$ cat src/rtl/sign_text_uart_tx_if.sv
// Signal bundle between the sign identification stage and the UART text transmitter.
// sign_valid is a one-cycle strobe qualifying sign_value; there is no ready, the consumer always accepts.
interface sign_text_uart_tx_if;
    logic [3:0] sign_value;
    logic       sign_valid;
    logic       tx;
    logic       tx_busy;
    logic       char_sent;
    logic [7:0] last_char;
    logic [1:0] fsm_state;

    modport master (
        output sign_value, sign_valid,
        input  tx, tx_busy, char_sent, last_char, fsm_state
    );

    modport slave (
        input  sign_value, sign_valid,
        output tx, tx_busy, char_sent, last_char, fsm_state
    );
endinterface

$ cat src/rtl/sign_text_uart_tx.sv
// Debounces the per-frame sign code, maps each newly stable sign to ASCII and
// sends it once per appearance on a UART 8N1 line.
module sign_text_uart_tx #(
    parameter int CLKS_PER_BIT = 434,
    parameter int STABLE_COUNT = 4
) (
    input  logic                clk,
    input  logic                rst,
    sign_text_uart_tx_if.slave  bus
);
    localparam int CNT_W = $clog2(CLKS_PER_BIT);

    typedef enum logic [1:0] {IDLE, START, DATA, STOP} state_t;

    state_t           state, state_n;
    logic [CNT_W-1:0] bit_cnt, bit_cnt_n;
    logic [2:0]       bit_idx, bit_idx_n;
    logic [7:0]       shift_q, shift_n;
    logic             tx_q, tx_n;
    logic             busy_q, busy_n;
    logic [7:0]       last_char_q, last_char_n;
    logic [3:0]       cand, cand_n;
    logic [3:0]       last_sent, last_sent_n;
    logic [7:0]       stab_cnt, stab_cnt_n;
    logic             pending, pending_n;
    logic             bit_done;
    logic             accept;
    logic             char_sent_c;

    function automatic logic [7:0] map_char(input logic [3:0] code);
        if (code >= 4'd1 && code <= 4'd10)
            return 8'h40 + {4'h0, code};
        else
            return 8'h3F;
    endfunction

    always_ff @(posedge clk or negedge rst) begin
        if (!rst) begin
            state       <= IDLE;
            bit_cnt     <= '0;
            bit_idx     <= '0;
            shift_q     <= '0;
            tx_q        <= 1'b1;
            busy_q      <= 1'b0;
            last_char_q <= '0;
            cand        <= '0;
            last_sent   <= '0;
            stab_cnt    <= '0;
            pending     <= 1'b0;
        end else begin
            state       <= state_n;
            bit_cnt     <= bit_cnt_n;
            bit_idx     <= bit_idx_n;
            shift_q     <= shift_n;
            tx_q        <= tx_n;
            busy_q      <= busy_n;
            last_char_q <= last_char_n;
            cand        <= cand_n;
            last_sent   <= last_sent_n;
            stab_cnt    <= stab_cnt_n;
            pending     <= pending_n;
        end
    end

    always_comb begin
        state_n     = state;
        bit_cnt_n   = bit_cnt;
        bit_idx_n   = bit_idx;
        shift_n     = shift_q;
        tx_n        = tx_q;
        busy_n      = busy_q;
        last_char_n = last_char_q;
        cand_n      = cand;
        last_sent_n = last_sent;
        stab_cnt_n  = stab_cnt;
        pending_n   = pending;
        accept      = 1'b0;
        char_sent_c = 1'b0;
        bit_done    = (bit_cnt == CNT_W'(CLKS_PER_BIT - 1));

        case (state)
            IDLE: begin
                if (pending) begin
                    state_n     = START;
                    bit_cnt_n   = '0;
                    shift_n     = map_char(last_sent);
                    last_char_n = map_char(last_sent);
                    tx_n        = 1'b0;
                    busy_n      = 1'b1;
                    pending_n   = 1'b0;
                end
            end
            START: begin
                if (bit_done) begin
                    state_n   = DATA;
                    bit_cnt_n = '0;
                    bit_idx_n = '0;
                    tx_n      = shift_q[0];
                end else begin
                    bit_cnt_n = bit_cnt + 1'b1;
                end
            end
            DATA: begin
                if (bit_done) begin
                    bit_cnt_n = '0;
                    if (bit_idx == 3'd7) begin
                        state_n = STOP;
                        tx_n    = 1'b1;
                    end else begin
                        bit_idx_n = bit_idx + 3'd1;
                        shift_n   = {1'b0, shift_q[7:1]};
                        tx_n      = shift_q[1];
                    end
                end else begin
                    bit_cnt_n = bit_cnt + 1'b1;
                end
            end
            STOP: begin
                char_sent_c = bit_done;
                if (bit_done) begin
                    state_n   = IDLE;
                    bit_cnt_n = '0;
                    busy_n    = 1'b0;
                end else begin
                    bit_cnt_n = bit_cnt + 1'b1;
                end
            end
            default: state_n = IDLE;
        endcase

        // Debounce runs in every state; an acceptance overrides the launch's clear of pending.
        if (bus.sign_valid) begin
            if (bus.sign_value == cand) begin
                if (stab_cnt != 8'(STABLE_COUNT)) begin
                    stab_cnt_n = stab_cnt + 8'd1;
                    accept     = ((stab_cnt + 8'd1) == 8'(STABLE_COUNT));
                end
            end else begin
                cand_n     = bus.sign_value;
                stab_cnt_n = 8'd1;
                pending_n  = 1'b0;
                accept     = (STABLE_COUNT == 1);
            end
        end

        if (accept) begin
            if (bus.sign_value == 4'd0) begin
                last_sent_n = 4'd0;
            end else if (bus.sign_value != last_sent) begin
                pending_n   = 1'b1;
                last_sent_n = bus.sign_value;
            end
        end
    end

    assign bus.tx        = tx_q;
    assign bus.tx_busy   = busy_q;
    assign bus.char_sent = char_sent_c;
    assign bus.last_char = last_char_q;
    assign bus.fsm_state = state;
endmodule

$ cat src/flat_wrapper.sv
// flat-port wrapper written by rule: the top's interface ports become plain ports
module sign_text_uart_tx_flat 
#(
    parameter int CLKS_PER_BIT = 434,
    parameter int STABLE_COUNT = 4
)
  (clk, rst, bus_sign_value, bus_sign_valid, bus_tx, bus_tx_busy, bus_char_sent, bus_last_char, bus_fsm_state);
  sign_text_uart_tx_if bus_i ();
  input  logic clk;
  input  logic rst;
  input wire logic [$bits(bus_i.sign_value)-1:0] bus_sign_value;
  input wire logic [$bits(bus_i.sign_valid)-1:0] bus_sign_valid;
  output wire logic [$bits(bus_i.tx)-1:0] bus_tx;
  output wire logic [$bits(bus_i.tx_busy)-1:0] bus_tx_busy;
  output wire logic [$bits(bus_i.char_sent)-1:0] bus_char_sent;
  output wire logic [$bits(bus_i.last_char)-1:0] bus_last_char;
  output wire logic [$bits(bus_i.fsm_state)-1:0] bus_fsm_state;
  assign bus_i.sign_value = bus_sign_value;
  assign bus_i.sign_valid = bus_sign_valid;
  assign bus_tx = bus_i.tx;
  assign bus_tx_busy = bus_i.tx_busy;
  assign bus_char_sent = bus_i.char_sent;
  assign bus_last_char = bus_i.last_char;
  assign bus_fsm_state = bus_i.fsm_state;
  sign_text_uart_tx #(.CLKS_PER_BIT(CLKS_PER_BIT), .STABLE_COUNT(STABLE_COUNT)) u_core (.clk(clk), .rst(rst), .bus(bus_i));
endmodule
$ cat config.mk
export PLATFORM = sky130hd
export DESIGN_NAME = sign_text_uart_tx_flat
export DESIGN_NICKNAME = d
export VERILOG_FILES = /design/src/rtl/sign_text_uart_tx_if.sv /design/src/rtl/sign_text_uart_tx.sv /design/src/flat_wrapper.sv
export SDC_FILE = /design/constraint.sdc
export NUM_CORES = 1
export LEC_CHECK = 0
export BUFFER_PORTS_ARGS = -buffer_cell sky130_fd_sc_hd__buf_2
export CAP_MARGIN = 30
export CORE_MARGIN = 1.5
export CORE_UTILIZATION = 54
export DETAILED_ROUTE_END_ITERATION = 16
export PLACE_DENSITY = 0.76
export SLEW_MARGIN = 10
export SYNTH_ARGS = -nofsm -noshare
export SYNTH_HDL_FRONTEND = slang
export SYNTH_SLANG_ARGS = --single-unit
$ cat constraint.sdc
create_clock -name clk -period 2 [get_ports clk]
set_clock_uncertainty 0.15 [all_clocks]
set_input_delay 0.1 -clock clk [delete_from_list [all_inputs] [get_ports clk]]
set_output_delay 0.1 -clock clk [all_outputs]
set_load 0.005 [all_outputs]
## After elaboration in Yosys (flattened, before gate mapping)

Cells that the tools add are included.
W data, S select, Z words.

| operators by class | value |
|---|---|
| add/subtract/negate cells | 4 |
| magnitude comparators | 2 |
| eq/ne operators | 16 |
| multiplexer cells | 40 |
| bitwise logic cells | 1 |
| reduce and logical (&&, ||, !) cells | 18 |

Operator list:

| operator | count |
|---|---|
| $mux W8 | 6 |
| $mux W9 | 2 |
| $pmux W9 S2 | 1 |
| $mux W1 | 16 |
| $pmux W8 S2 | 1 |
| $reduce_and A4 Y1 | 3 |
| $mux W2 | 5 |
| $ne A2 B1 Y1 const B | 5 |
| $add A9 B1 Y9 const B | 1 |
| $eq A9 B9 Y1 const B | 1 |
| $mux W3 | 3 |
| $add A7 B4 Y8 const A | 1 |
| $add A8 B1 Y8 const B | 1 |
| $eq A8 B3 Y1 const B | 1 |
| $mux W4 | 2 |
| $ne A8 B3 Y1 const B | 1 |
| $pmux W2 S4 | 1 |
| $reduce_and A2 Y1 | 4 |
| $reduce_bool A2 Y1 | 4 |
| $pmux W3 S2 | 1 |
| $reduce_and A5 Y1 | 1 |
| $eq A2 B2 Y1 const B | 2 |
| $eq A4 B4 Y1 | 1 |
| $ge A4 B1 Y1 const B | 1 |
| other kinds (15) | 16 |

| storage, ports and cells | value |
|---|---|
| bits in registers | 49 |
| input port bits | 7 |
| output and inout port bits | 13 |
| word-level logic and storage cells | 92 |

## Depth between registers and ports, before layout

| logic depth | value |
|---|---|
| depth in word-level cells | 7 |
| mapped depth | 7 |
| depth with buffers taken out | 6 |

## Worst setup path before layout

Ideal clock, no wire load.

| timing path | value |
|---|---|
| path type | register -> register |
| start point | register u_core.state[0] (netlist: u_core.bus.fsm_state[0]) |
| end point | register u_core.shift_q[0] |
| setup time | 0.125 ns |
| data arrival time | 1.754 ns |
| data required time | 1.725 ns |
| path slack | -0.029 ns |
| stages on the path, launching flop included | 8 |
| buffers on the path | 1 |
| period minus slack after synthesis | 2.029 ns |
| cell sequence | dfrtp_1 inv_1 ha_1 nor2b_1 clkbuf_1 nor2_1 nand2_1 mux2_2 |

| between the ends | value |
|---|---|
| longest elaborated chain between the ends | 3 |
| elaborated cells on any way between the ends | 8 |
| those cells by class | eq/ne: 4; mux: 1; reduce/logical: 3 |

Ends and longest elaborated chain:

| element | line | text |
|---|---|---|
| from (decl) | sign_text_uart_tx.sv:15 | `state_t state, state_n;` |
| from (signal assigned) | sign_text_uart_tx.sv:51 | `state <= state_n;` |
| $eq A2 B2 Y1 / $logic_not A2 Y1 (equally long branches) | sign_text_uart_tx.sv:81 | `case (state)` |
| $ne A2 B2 Y1 (no line), or another cell as far along | - |  |
| $reduce_and A4 Y1 (no line) | - |  |
| to (signal assigned) | sign_text_uart_tx.sv:54 | `shift_q <= shift_n;` |
| to (decl) | sign_text_uart_tx.sv:18 | `logic [7:0] shift_q, shift_n;` |

Several ways; a longest one is shown, not always the timed one.
A chain may end at the register's enable or synchronous reset.

## Final worst setup path

| timing path | value |
|---|---|
| start point | register u_core.bit_cnt[1] |
| end point | register u_core.shift_q[3] |

| between the ends | value |
|---|---|
| longest elaborated chain between the ends | 3 |

Ends and longest elaborated chain:

| element | line | text |
|---|---|---|
| from (decl) | sign_text_uart_tx.sv:16 | `logic [CNT_W-1:0] bit_cnt, bit_cnt_n;` |
| from (signal assigned) | sign_text_uart_tx.sv:52 | `bit_cnt <= bit_cnt_n;` |
| $eq A9 B9 Y1 | sign_text_uart_tx.sv:79 | `bit_done = (bit_cnt == CNT_W'(CLKS_PER_BIT - 1));` |
| $ne A2 B1 Y1 (no line) | - |  |
| $reduce_and A4 Y1 (no line) | - |  |

No other way between the ends.

==> results_dict.tcl <==
set metrics [dict create \
    status "finished, final reports clean" \
    clk_pin_slew_ps 80 \
    yosys_warnings 0 \
    cts_tree "built" \
    grt_use_total_pct 19.90 \
    synth-xor-area-share_pct 5.458 \
    antenna_cells 0 \
    dpl.hpwl_mm 3.232 \
    cts-root-buf "clkbuf_8" \
    arrival_ps 2010 \
    port_buffers 18 \
    period_minus_slack_ps 1977 \
    synthArstFlopShare_pct 100.0 \
    finalHoldViolations 0 \
    synth_edf_count 0 \
    worstSetupPathType "reg2reg" \
    worst-path-max-fanout 7 \
    rsz0062_at_grt "true" \
    dieArea_sq_um 5178 \
    drt_iter0_drc 102 \
    ys_ff_latch 46 \
    drtAntennaViolNets 0 \
    numClockSinks 46 \
    stdcell_count 334 \
    maxCapViolCount 0 \
    synthMuxAreaShare_pct 9.308 \
    syn-num-nets 264 \
    areaGrowthSynthToFinish_pct 15.20 \
    coreArea_sq_um 4474 \
    slowest_delay_ps 380 \
    drive_gt1_share_pct 26.24 \
    num_rows 24 \
    placed_area_sq_um 2741 \
    powerDensity_nw_per_um2 1052 \
    yosys.area_share.simple_pct 17.45 \
    synthesis.instances 246 \
    ys_types 48 \
    cpMaxStageDelayCell "dfrtp_1" \
    synth-seq-area-share_pct 44.88 \
    setup_tns_ps 0 \
    syn-cell-area_sq_um 2567 \
    gr-total-overflow 0 \
    routabilityCongestion 0.8601 \
    fmax_ghz 0.5059 \
    io_pins 20 \
    cts_made_buffers 5 \
    final_nets 299 \
    synth_fa_ha_area_share_pct 5.361 \
    maxSlewViolCount 0 \
    dp_slack_ps 12.88 \
    die_w_microns 71.96 \
    end_kind "flip-flop" \
    cts.path.max_buffers 2 \
    relSlewSlack_pct 59.90 \
    via_count 1918 \
    wl_mm 4.805 \
    hp-class "in2async" \
    ir_drop_v 0.0004780 \
    tightest_slew_ps 601.5 \
    drc 0 \
    grt_antenna_before_repair 0 \
    final_area_sq_um 2958 \
    die_height_microns 71.96 \
    setup_ws_ps 23.29 \
    routedWlPerCell_microns 14.39 \
    synth_top_family_by_area "simple AND/OR/NAND/NOR gates" \
    grt_max_degree 28 \
    syn_area_per_cell_sq_um 10.44 \
    setup_viol 0 \
    dpl.cell_count 319 \
    grt_pass1_wl_mm 8.135 \
    dr.pass1.iters 4 \
    first_global_vias 1830 \
    synth-compound-area-share_pct 11.70 \
    fin_crit_sh_pct 98.84 \
    cp-start-kind "flip-flop" \
    hold_ws_ps 191.1 \
    nFillCells 338 \
    utilization_pct 66.11 \
    crit_chain "inv_1 > ha_1 > nand4b_1 > buf_4 > o31ai_4 > nand2_2 > mux2_2" \
    required_ps 2030 \
    clkLatencyLatePin_ps 290 \
    p_total_mw 3.111 \
    synth_ff_type "dfrtp_1" \
    p_leak_nw 1.307 \
    cts_max_level 2 \
    initial_core_util_pct 57.38 \
    viasPerCell 5.743 \
]
## critical path, delay by kind of cell, from the launching register on
family | cells | cell delay (ps)
flops | 1 | 380
simple gates | 2 | 360
mux | 1 | 310
buf+inv | 2 | 270
compound gates | 1 | 260
fa+ha+maj | 1 | 130
## final cells by class
type                    instances  area, sq um  area share, %
repair buffers                 40        270.3          9.137
inverters                      14        52.55          1.777
multi-input cells             174         1323          44.71
clock buffers                   6        82.58          2.792
well taps                      52        65.06          2.200
flip-flops and latches         46         1152          38.96
clock inverters                 2        12.51         0.4230
## worst paths after layout
path                                         startpoint                 endpoint  slack, ps  depth (start not counted)
worst max register to register        u_core.bit_cnt[1]        u_core.shift_q[3]         20                          7
max in group asynchronous                           rst           u_core.pending        840                          3
worst min register to register  u_core.bus.last_char[6]  u_core.bus.last_char[6]        330                          2
worst max-delay path                  u_core.bit_cnt[1]        u_core.shift_q[3]         20                          7
min in group clk                u_core.bus.last_char[6]  u_core.bus.last_char[6]        330                          2
worst min-delay path                                rst        u_core.bit_idx[1]        190                          2
## synth_stat cells, types with 2 or more instances
library cell / instances / area [sq um]
nand2_1: 17 / 63.81
nand4_1: 4 / 25.02
nor2b_1: 5 / 31.28
inv_1: 14 / 52.55
and2_1: 6 / 37.54
buf_2: 4 / 20.02
o21ai_0: 10 / 50.05
ha_1: 11 / 137.6
o2bb2ai_1: 3 / 26.28
a21oi_1: 8 / 40.04
and4_1: 3 / 26.28
nor4_1: 3 / 18.77
or3_1: 2 / 12.51
o32a_1: 2 / 20.02
o221ai_1: 2 / 17.52
a21o_1: 2 / 15.01
dfrtp_1: 45 / 1126
a22o_1: 2 / 17.52
xnor2_1: 5 / 43.79
nor3_1: 5 / 25.02
o21a_1: 2 / 15.01
buf_4: 2 / 15.01
mux2_4: 4 / 60.06
o31ai_1: 3 / 22.52
nand2b_1: 2 / 12.51
xor2_1: 11 / 96.34
mux2_2: 15 / 168.9
nor2_1: 16 / 60.06
nand3_1: 9 / 45.04
and3_1: 4 / 25.02
a31oi_1: 5 / 31.28
clkbuf_1: 4 / 15.01
## cells in the final DEF (no fill, tap or decap), drive strengths merged, types with 2 or more instances in the layout
master / count
nor4: 4
and4: 3
a31oi: 5
nand3: 9
a21oi: 8
and3: 4
nor3: 5
or3: 2
inv: 14
o2bb2ai: 3
nand2b: 2
mux2: 19
nand2: 17
xnor2: 5
xor2: 11
o31ai: 3
nand4: 4
nor2: 16
o21ai: 10
clkbuf: 6
a21o: 2
nor2b: 5
o32a: 2
dlygate4sd3: 6
o21a: 2
o221ai: 2
dfrtp: 45
buf: 34
a22o: 2
a211oi: 2
ha: 11
and2: 6
## logic make-up (layout without fill, tap and decap cells)
family          Yosys count  count (layout)
xor+xnor                 16              16
flops                    46              46
buf+inv                  26              62
fa+ha+maj                11              11
compound gates           44              44
mux                      20              20
simple gates             82              82
other cells               1               1
## state kept, by name, summed over array words and instances (netlist names)
signal and count:
u_core.bus.tx 1, u_core.bus.tx_busy 1, u_core.bus.fsm_state 2, u_core.bus.last_char 6, u_core.cand 4, u_core.last_sent 4, u_core.shift_q 7, u_core.stab_cnt 8
u_core.bit_cnt 9, u_core.pending 1, u_core.bit_idx 3
## routing by layer
| metal | vias up | routed length, microns | track usage [%] |
|---|---|---|---|
| met5 | - | 0 | 0 |
| met4 | 0 | 80 | 8.386 |
| met3 | 9 | 123 | 3.750 |
| met2 | 38 | 2357 | 31.89 |
| met1 | 934 | 2244 | 26.68 |
| li1 | 937 | - | - |
## power by group
part / switching (mW) / internal [mW] / total [mW]
logic: 0.652 / 0.660 / 1.31
registers: 0.117 / 1.09 / 1.21
clock network: 0.313 / 0.278 / 0.591
## what timing repair did
| action | in CTS | in global routing |
|---|---|---|
| buffers inserted | 0 | 1 |
| hold buffers | 6 | 0 |
| resized for setup | 2 | 11 |
| endpoints found under the hold margin | 33 | 0 |
| setup endpoints to repair | 4 | 16 |
| pin swaps | 0 | 2 |
No activity file was read; power rests on OpenSTA's default activity.
